<file path="config.mk">
export PLATFORM = sky130hd
export DESIGN_NAME = rf_write_arbiter
export DESIGN_NICKNAME = d
export VERILOG_FILES = /design/src/rtl/rf_write_arbiter.sv
export SDC_FILE = /design/constraint.sdc
export NUM_CORES = 1
export LEC_CHECK = 0
export BUFFER_PORTS_ARGS = -buffer_cell sky130_fd_sc_hd__buf_2
export CAP_MARGIN = 20
export CELL_PAD_IN_SITES_DETAIL_PLACEMENT = 0
export CELL_PAD_IN_SITES_GLOBAL_PLACEMENT = 1
export CORE_MARGIN = 2
export CORE_UTILIZATION = 25
export DETAILED_ROUTE_END_ITERATION = 8
export PLACE_DENSITY = 0.53
export SLEW_MARGIN = 20
export SYNTH_ARGS = -nofsm -noshare
export SYNTH_HDL_FRONTEND = slang
export SYNTH_SLANG_ARGS = --single-unit
</file>
<file path="constraint.sdc">
create_clock -name clk -period 6 [get_ports clk]
set_clock_uncertainty 0.2 [all_clocks]
set_input_delay 1.2 -clock clk [delete_from_list [all_inputs] [get_ports clk]]
set_output_delay 1.2 -clock clk [all_outputs]
set_load 0.01 [all_outputs]
</file>
<file path="src/rtl/rf_write_arbiter.sv">
// Register-file write port arbiter: ALU writeback wins the port, and queued mult/div
// results drain on free cycles. The queue can be looked up so decode can forward from it.
module rf_write_arbiter #(
    parameter int DEPTH = 4,
    parameter int AW    = 2
) (
    input  logic          clk,
    input  logic          reset,
    input  logic          alu_wr,
    input  logic [4:0]    alu_addr,
    input  logic [31:0]   alu_data,
    input  logic          md_valid,
    input  logic [4:0]    md_addr,
    input  logic [31:0]   md_data,
    output logic          md_ready,
    output logic          rf_wr,
    output logic [4:0]    rf_addr,
    output logic [31:0]   rf_data,
    input  logic [4:0]    look_addr1,
    input  logic [4:0]    look_addr2,
    output logic          look_hit1,
    output logic          look_hit2,
    output logic [31:0]   look_data1,
    output logic [31:0]   look_data2,
    output logic [AW:0]   count
);

    logic [DEPTH-1:0] valid_q;
    logic [4:0]       addr_q [DEPTH];
    logic [31:0]      data_q [DEPTH];
    logic [AW-1:0]    wr_ptr;
    logic [AW-1:0]    rd_ptr;

    logic             alu_act;
    logic             pop;
    logic             push;
    logic             enq;
    logic [DEPTH-1:0] kill;

    assign alu_act  = alu_wr && (alu_addr != 5'd0);
    assign pop      = !alu_act && (count != '0);
    assign md_ready = reset && (count != (AW+1)'(DEPTH));
    assign push     = md_valid && md_ready;
    assign enq      = push && (md_addr != 5'd0);

    always_comb begin
        rf_wr   = 1'b0;
        rf_addr = 5'd0;
        rf_data = 32'd0;
        if (reset) begin
            if (alu_act) begin
                rf_wr   = 1'b1;
                rf_addr = alu_addr;
                rf_data = alu_data;
            end else if (count != '0) begin
                rf_wr   = valid_q[rd_ptr];
                rf_addr = addr_q[rd_ptr];
                rf_data = data_q[rd_ptr];
            end
        end
    end

    // Later writes to the same register invalidate queued ones; the popped slot is freed too.
    always_comb begin
        kill = '0;
        for (int i = 0; i < DEPTH; i++) begin
            if ((alu_act && addr_q[i] == alu_addr) || (enq && addr_q[i] == md_addr))
                kill[i] = 1'b1;
        end
        if (pop)
            kill[rd_ptr] = 1'b1;
    end

    always_comb begin
        look_hit1  = 1'b0;
        look_hit2  = 1'b0;
        look_data1 = 32'd0;
        look_data2 = 32'd0;
        if (reset) begin
            for (int i = 0; i < DEPTH; i++) begin
                if (valid_q[i] && look_addr1 != 5'd0 && addr_q[i] == look_addr1) begin
                    look_hit1  = 1'b1;
                    look_data1 = data_q[i];
                end
                if (valid_q[i] && look_addr2 != 5'd0 && addr_q[i] == look_addr2) begin
                    look_hit2  = 1'b1;
                    look_data2 = data_q[i];
                end
            end
        end
    end

    always_ff @(posedge clk or negedge reset) begin
        if (!reset) begin
            valid_q <= '0;
            wr_ptr  <= '0;
            rd_ptr  <= '0;
            count   <= '0;
        end else begin
            valid_q <= valid_q & ~kill;
            if (enq) begin
                valid_q[wr_ptr] <= 1'b1;
                wr_ptr          <= wr_ptr + 1'b1;
            end
            if (pop)
                rd_ptr <= rd_ptr + 1'b1;
            if (enq && !pop)
                count <= count + 1'b1;
            else if (!enq && pop)
                count <= count - 1'b1;
        end
    end

    // Payload needs no reset: it is only observed through valid bits.
    always_ff @(posedge clk) begin
        if (enq) begin
            addr_q[wr_ptr] <= md_addr;
            data_q[wr_ptr] <= md_data;
        end
    end

endmodule

</file>
== Word level (Yosys, flattened, before mapping) ==
Memory sizes are Yosys's and may differ from the RTL's.
Index checks and enable logic that the tools add are counted.
Storage, ports and cells
  register bits: 11
  memory bits (writable): 148
  input bits: 88
  output and inout port bits: 108
  word-level logic and storage cells: 126
  memories kept: 2
Memory list
  data_q: words 4, width 32, rd ports 5, clocked after Yosys merged registers in 0, write ports 1, line 30  | logic [31:0] data_q [DEPTH];
  addr_q: words 4, width 5, rd ports 5, clocked after Yosys merged registers in 0, write ports 1, line 29  | logic [4:0] addr_q [DEPTH];
Cells by class
  add/subtract/negate cells: 4
  $lt $le $gt $ge: 4
  equality and inequality tests: 17
  muxes and demuxes: 45
  bitwise operators: 4
  reductions and logical operators: 46
Operators by type and width (count)
  2-to-1 mux 32 bit: 13
  == test 5 bit: 16
  logical AND 1 bit: 33
  2-to-1 mux 1 bit: 22
  nonzero test 5 bit: 4
  2-to-1 mux 5 bit: 3
  2-to-1 mux 4 bit: 2
  OR 4 bit: 2
  < comparator 2 x 3 -> 1 bit (second input constant): 2
  2-to-1 mux 3 bit: 2
  adder 2 x 1 -> 2 bit (second input constant): 2
  AND 4 bit: 1
  demux 1 bit (select 2 bit): 2
  greater-or-equal comparator 2 x 1 -> 1 bit (second input constant): 2
  logical OR 1 bit: 4
  NOT 4 bit: 1
  adder 3 x 1 -> 3 bit (second input constant): 1
  zero test 1 bit: 3
  inequality test 3 bit (second input constant): 1
  nonzero test 3 bit: 1
  subtractor 3 x 1 -> 3 bit (second input constant): 1
  binary-select mux 1 bit (select 2 bit): 1
  nonzero test 2 bit: 1

== Logic depth before layout (Yosys ltp) ==
Gate-level depths: netlist (run 1).
  depth after elaboration: 13
  gate-level depth with buffers: 13
  depth with buffers taken out: 10

== Worst setup path after synthesis (run 1) ==
OpenSTA, ideal clock, no wires.
  path kind: input to output
  start: input port look_addr2[1]
  end: output port look_data2[21]
  data arrival time: 2.973 ns
  required time: 4.600 ns
  setup slack: 1.627 ns
  stages on the path: 8
  path buffers: 3
  cell sequence: buf_2 -> or4_4 -> o211ai_2 -> or2_1 -> buf_4 -> buf_6 -> a311oi_1 -> o32ai_1
Between the ends
  longest elaborated chain between the ends: 8
  elaborated cells between the ends (all ways): 18
  those cells by class: 4 x eq/ne; 5 x mux; 9 x reduce/logical
Ends and longest elaborated chain
  from (decl): line 20  | input logic [4:0] look_addr2,
  nonzero test 5 bit: line 85  | if (valid_q[i] && look_addr2 != 5'd0 && addr_q[i] == look_addr2) begin
  logical AND 1 bit (2 in series): line 85
  2-to-1 mux 32 bit (3 in series): line 85
  2-to-1 mux 32 bit (*): line 85
  2-to-1 mux 32 bit (*): line 79  | if (reset) begin
  to (decl): line 24  | output logic [31:0] look_data2,
Every way passes the cells marked *; elsewhere a longest branch is shown, timed or not.

== Worst setup path in the final report (run 1) ==
  start: input port look_addr2[1]
  end: output port look_data2[31]
Same word-level chain as after synthesis.

==> results of run 1 <==
[layout by cell type (no fill, tap or decap), drive strengths merged, types with 4 or more instances in the layout]
| master | Yosys | routed |
|---|---|---|
| a22oi | 37 | 37 |
| ha | 9 | 9 |
| bufinv | 0 | 4 |
| and2 | 7 | 7 |
| o32ai | 32 | 32 |
| inv | 43 | 44 |
| xnor2 | 46 | 46 |
| nor3 | 41 | 41 |
| nor2b | 37 | 37 |
| and3 | 31 | 31 |
| diode | 0 | 4 |
| buf | 42 | 226 |
| nor2 | 35 | 35 |
| clkbuf | 80 | 20 |
| edfxtp | 148 | 148 |
| nor4 | 7 | 7 |
| nand2 | 72 | 72 |
| nand4 | 11 | 11 |
| dfrtp | 11 | 11 |
| a311oi | 32 | 32 |
| a21oi | 31 | 31 |
| clkinv | 0 | 6 |
| a21boi | 32 | 32 |
| mux4 | 38 | 38 |
| nand3b | 31 | 31 |
| o311ai | 31 | 31 |
| xor2 | 39 | 39 |
[layer usage]
layer,share of wire [%],up-vias,track usage (%)
met5,0.066,-,0
met4,1.9,4,6.114
met3,6.0,51,3.616
met2,47,356,29.95
met1,45,4377,25.25
li1,-,3867,-
[per-stage QoR]
step	total power, W	std cells
finish	0.003994	1628
global route	0.004193	1624
CTS	0.004042	1624
detailed placement	0.002888	1592
global placement	0.002886	1592
floorplan	0.002362	956
[worst max-delay path, delay by kind of cell]
kind | cells | cell delay (ns)
AO/OA/AOI/OAI | 3 | 0.98
AND/OR/NAND/NOR | 2 | 1.04
buffers and inverters | 2 | 0.40
[flip-flops by register name, summed over array words and instances (netlist names)]
| name | count |
|---|---|
| valid_q | 4 |
| data_q | 128 |
| count | 3 |
| wr_ptr | 2 |
| addr_q | 20 |
| rd_ptr | 2 |
[synthesized netlist by cell type (all sizes together) (7+ instances only)]
| cell type | number |
|---|---|
| a21boi | 32 |
| a21oi | 31 |
| a22oi | 37 |
| a311oi | 32 |
| and2 | 7 |
| and3 | 31 |
| buf | 42 |
| clkbuf | 80 |
| dfrtp | 11 |
| edfxtp | 148 |
| ha | 9 |
| inv | 43 |
| mux4 | 38 |
| nand2 | 72 |
| nand3b | 31 |
| nand4 | 11 |
| nor2 | 35 |
| nor2b | 37 |
| nor3 | 41 |
| nor4 | 7 |
| o311ai | 31 |
| o32ai | 32 |
| xnor2 | 46 |
| xor2 | 39 |
[cells by family after synthesis]
logic type                 after synthesis  share of synthesized area (%)
DFF                                    159                          45.45
muxes                                   39                          8.349
adders and majority gates               10                          1.277
AOI/OAI and AO/OA                      216                          16.39
and+or+nand+nor                        282                          14.75
xor gates and xnor gates                85                          7.169
buffers and inverters                  165                          6.626
[worst max-delay path by stage]
stage / from / cells past startpoint / endpoint
2_1_floorplan: look_addr2[1] / 8 / look_data2[21]
3_3_place_gp: look_addr2[1] / 8 / look_data2[17]
3_5_place_dp: look_addr1[1] / 8 / look_data1[14]
4_1_cts: look_addr1[1] / 8 / look_data1[31]
5_1_grt: look_addr1[1] / 7 / look_data1[31]
6_report: look_addr2[1] / 7 / look_data2[31]
[power by group through the flow]
stage,sequential [W],combinational (W),clock (W)
after CTS,0.00162,0.00125,0.00117
after global routing,0.00165,0.00133,0.00121
after detailed placement,0.00165,0.00124,0
after floorplan,0.00146,0.000904,0
final,0.00162,0.00123,0.00114
after global placement,0.00165,0.00124,0
[area by class of cell]
cell class	count	area share (%)
antenna	4	0.08026
clock buffer	20	3.502
clock inverter	12	1.334
inverter	43	1.294
multi-input combinational	632	40.45
sequential	159	37.89
tap	532	5.338
timing repair buffer	226	10.11
==> flow_summary.yaml, run 1 <==
run_status:
  status: "completed"
pwr:
  pwr_density_cell_nw_per_um2: 320.2
  power_switching_w: 0.001378
  leakagePower_nw: 4.560
  pwr-share-comb_pct: 30.9
  swShare_pct: 34.50
  vdd_ir_drop_max_uv: 187.5
  p_int_w: 0.002616
  seq_power_share_pct: 40.5
  pwr-share-clk_pct: 28.6
final_layout:
  multi_input_area_sq_um: 5045
  nFillCells: 4307
  design_area_sq_um: 12470
  ff_latch_area_sq_um: 4725
  drive_gt1_share_pct: 29.40
  nets: 1177
  synthToLayoutAreaGrowth_pct: 20.08
  fin_util_pct: 30.47
clocking:
  cts_sinks: 159
  cts_tree: "built"
  hold_buffers: 0
  cts_buffer_depth: 2
  cts_resized: 0
  clk_pin_slew_worst_paths_ns: 0.06
  clk_latency_ns: 0.44
  post_cts_buffers: 0
  htree_levels: 4
  numCtsBuffers: 17
  cts_root_buf: "clkbuf_16"
timing:
  fin_crit_ns: 5.043
  worstMarginPinSlew_ns: 0.9909
  setup_viol: 0
  setup_ws_ns: 0.9575
  fin_tns_setup_ns: 0
  slew_violations: 0
  rsz0062_at_grt: "false"
  post-route-period-util_pct: 84.04
  fmax_ghz: 0.1983
  hold_ws_ns: 0.4073
  hold_viol: 0
  relSlewSlack_pct: 33.94
yosys:
  syn_avg_cell_area_sq_um: 10.86
  ys_types: 55
  synthArstFlopShare_pct: 6.918
  ys_warn_count: 0
  synth_top_area_cell: "edfxtp_1"
  ys_seq_area_share_pct: 45.45
  synthFlopType: "edfxtp_1"
  ys_ff_latch: 159
  syn_nets: 1054
  syn_inst: 956
  synth.area.top_cells: "edfxtp_1 43%, mux4_2 8.2%, xnor2_1 3.9%, xor2_1 3.3%, clkbuf_1 2.9%"
  yosysTopAreaCellShare_pct: 42.80
  synth_edf_count: 148
  syn_area_sq_um: 10380
floorplan:
  initial_core_util_pct: 25.38
  die-area_sq_um: 43190
  num_rows: 74
  ios: 196
  die_y_microns: 207.8
  die_w_microns: 207.8
  core_sq_um: 40920
global_route:
  grt_pass1_vias: 8545
  grt_pass1_wl_mm: 59.40
  grt.overflow.total: 0
  antenna_found_initial: 6
  grt_usage_pct: 18.66
  grt_max_degree: 65
detailed_routing:
  vias: 8655
  wl_mm: 40.79
  ant_nets: 0
  firstDrtPassIters: 5
  drt_iter0_drc: 877
  remaining_drc_errors: 0
  via_per_inst: 5.316
  wl_per_cell_microns: 25.05
setup_path:
  cp.required_ns: 4.60
  worstReg2RegEnd: "data_q[1][16]"
  ff2ff_setup_slack_ns: 3.03
  end_kind: "output port"
  reg2reg_from: "count[0]"
  path_class: "in2out"
  path_max_fanout: 16
  critPathSlowestCell: "o32ai_1"
  crit_top_cell: "buf_2"
  rr_worst_depth: 4
  worstPathArrival_ns: 3.64
  slowest_delay_ns: 0.64
  crit_chain: "buf_2 > or4_4 > o211ai_4 > or2_2 > a311oi_1 > o32ai_1 > buf_2"
  cp-start-kind: "input pin"
place:
  io_buffers: 195
  gp_congestion: 0.7867
  dp_hpwl_mm: 26.53
  place_ws_ns: 0.9175
  placed_cell_area_sq_um: 11860
job:
  maxCapViolCount: 0
hold_path:
  worstHoldStart: "valid_q[2]"
  hold_path_class: "reg2reg"
  min_path_cells: 1
  hold_end: "valid_q[2]"
Power figures use the tool's default switching activity.
==> run 2, diff against run 1 <==
PLACE_DENSITY = 0.55   (was 0.53)
clock period = 4.1 ns   (was 6 ns; I/O delays follow)
==> flow_summary.yaml, run 2 (synthesis results as in run 1) <==
global_route:
  grt_usage_pct: 19.12
  grt_max_degree: 42
  grt_pass1_wl_mm: 61.08
  grt_pass1_vias: 8915
  grt.overflow.total: 0
  antenna_found_initial: 3
timing:
  fmax_ghz: 0.2521
  setup_viol: 0
  hold_ws_ns: 0.3721
  worstMarginPinSlew_ns: 0.7287
  relSlewSlack_pct: 51.42
  rsz0062_at_grt: "false"
  post-route-period-util_pct: 96.75
  slew_violations: 0
  setup_ws_ns: 0.1334
  hold_viol: 0
  fin_tns_setup_ns: 0
  fin_crit_ns: 3.967
final_layout:
  final_cells: 1645
  reg.largest.list: "data_q: 128 flops, addr_q: 20 flops, valid_q: 4 flops"
  multi_input_area_sq_um: 5054
  largest_reg_flops: 128
  regMostFlops: "data_q"
  nets: 1195
  nFillCells: 4233
  layout_commonest_cell: "buf_2"
  synthToLayoutAreaGrowth_pct: 23.80
  ff_latch_area_sq_um: 4725
  final_cell_mix: "194 x buf_2, 148 x edfxtp_1, 71 x nand2_1, 46 x xnor2_1, 43 x inv_1"
  drive_gt1_share_pct: 30.72
place:
  place_inst: 1610
  dp_hpwl_mm: 26.87
  io_buffers: 195
  place_ws_ns: 0.08694
  gp_congestion: 0.8491
detailed_routing:
  wl_per_cell_microns: 25.31
  remaining_drc_errors: 0
  drt_iter0_drc: 696
  firstDrtPassIters: 7
  wl_mm: 41.63
  via_per_inst: 5.322
  vias: 8754
  ant_nets: 0
setup_path:
  startpoint: "look_addr2[1]"
  cp-start-kind: "input pin"
  end_kind: "output port"
  critPathSlowestCell: "or4_4"
  crit_chain: "buf_2 > or4_4 > o211ai_4 > or2_2 > buf_12 > a311oi_1 > o32ai_1 > buf_2"
  rr_worst_depth: 4
  worstPathArrival_ns: 2.95
  cp.required_ns: 3.08
  path_max_fanout: 19
  reg2reg_from: "count[0]"
  crit_top_cell: "buf_2"
  path_class: "in2out"
  slowest_delay_ns: 0.58
floorplan:
  core_sq_um: 40920
  initial_core_util_pct: 25.38
  die-area_sq_um: 43190
  die_y_microns: 207.8
  ios: 196
  num_rows: 74
  die_w_microns: 207.8
clocking:
  post_cts_buffers: 0
  htree_levels: 4
  clk_latency_ns: 0.44
  cts_buffer_depth: 2
  numCtsBuffers: 17
  cts_tree: "built"
  cts_sinks: 159
  cts_root_buf: "clkbuf_16"
  clk_pin_slew_worst_paths_ns: 0.07
run_status:
  status: "completed"
pwr:
  pwr_density_cell_nw_per_um2: 465.2
  leakagePower_nw: 4.726
  vdd_ir_drop_max_uv: 320.1
job:
  maxCapViolCount: 0
hold_path:
  hold_path_class: "in2async"
## run 2: cell count changes in the layout (fill, tap and decap cells not counted), sizes merged
| cell | previous run | this run |
|---|---|---|
| clkinvlp | 1 | 5 |
| clkinv | 6 | 4 |
| buf | 226 | 244 |
| clkbuf | 20 | 17 |
| inv | 44 | 45 |
| diode | 4 | 3 |
## run 2: worst paths after layout
| path | to | slack [ns] |
|---|---|---|
| max reg2reg | data_q[3][24] | 1.54 |
| min reg2reg | count[2] | 0.40 |
| max | look_data2[13] | 0.13 |
| min in group clk | data_q[1][29] | 0.40 |
| min | count[2] | 0.37 |
| max in group asynchronous | valid_q[1] | 2.94 |
## run 2: per-layer routing
metal  GRT usage (%)  vias to the layer above  part of all wire [%]  wire, microns
met5               0                        -                 0.072             30
met4           5.869                        4                   2.1            875
met3           3.979                       53                   5.7           2381
li1                -                     3903                     -              -
met2           31.11                      341                    48          19850
met1           25.49                     4453                    44          18490
## run 2: worst max-delay path: cells and delay by family
kind,cells,cell delay (ns)
compound gates,3,0.78
buf+inv,3,0.54
simple gates,2,0.79
## run 2: cell type report
class / instances / area share (%)
Antenna cell: 3 / 0.05839
Clock buffer: 17 / 3.309
Clock inverter: 15 / 1.499
Inverter: 43 / 1.255
Multi-Input combinational cell: 632 / 39.31
Sequential cell: 159 / 36.75
Tap cell: 532 / 5.178
Timing Repair Buffer: 244 / 12.64
## run 2: power breakdown
part | leakage [nW] | switching (W) | internal, W
clock | 0.284 | 0.000692 | 0.00102
combinational | 2.97 | 0.00112 | 0.000891
sequential | 1.47 | 0.000261 | 0.00200
total | 4.73 | 0.00207 | 0.00391
## run 2: timing repair
action,in CTS,in global routing
endpoints found under the setup margin,0,5
gates resized for setup,0,5
hold buffers,0,0
## run 2: stage by stage
stage	utilization, %	power [W]	cell area (sq um)
4_1_cts	31.37	0.006043	12840
2_1_floorplan	-	0.003456	10390
3_5_place_dp	29.86	0.004323	12220
6_report	31.41	0.005981	12860
5_1_grt	31.40	0.006278	12850
3_3_place_gp	29.86	0.004309	12220
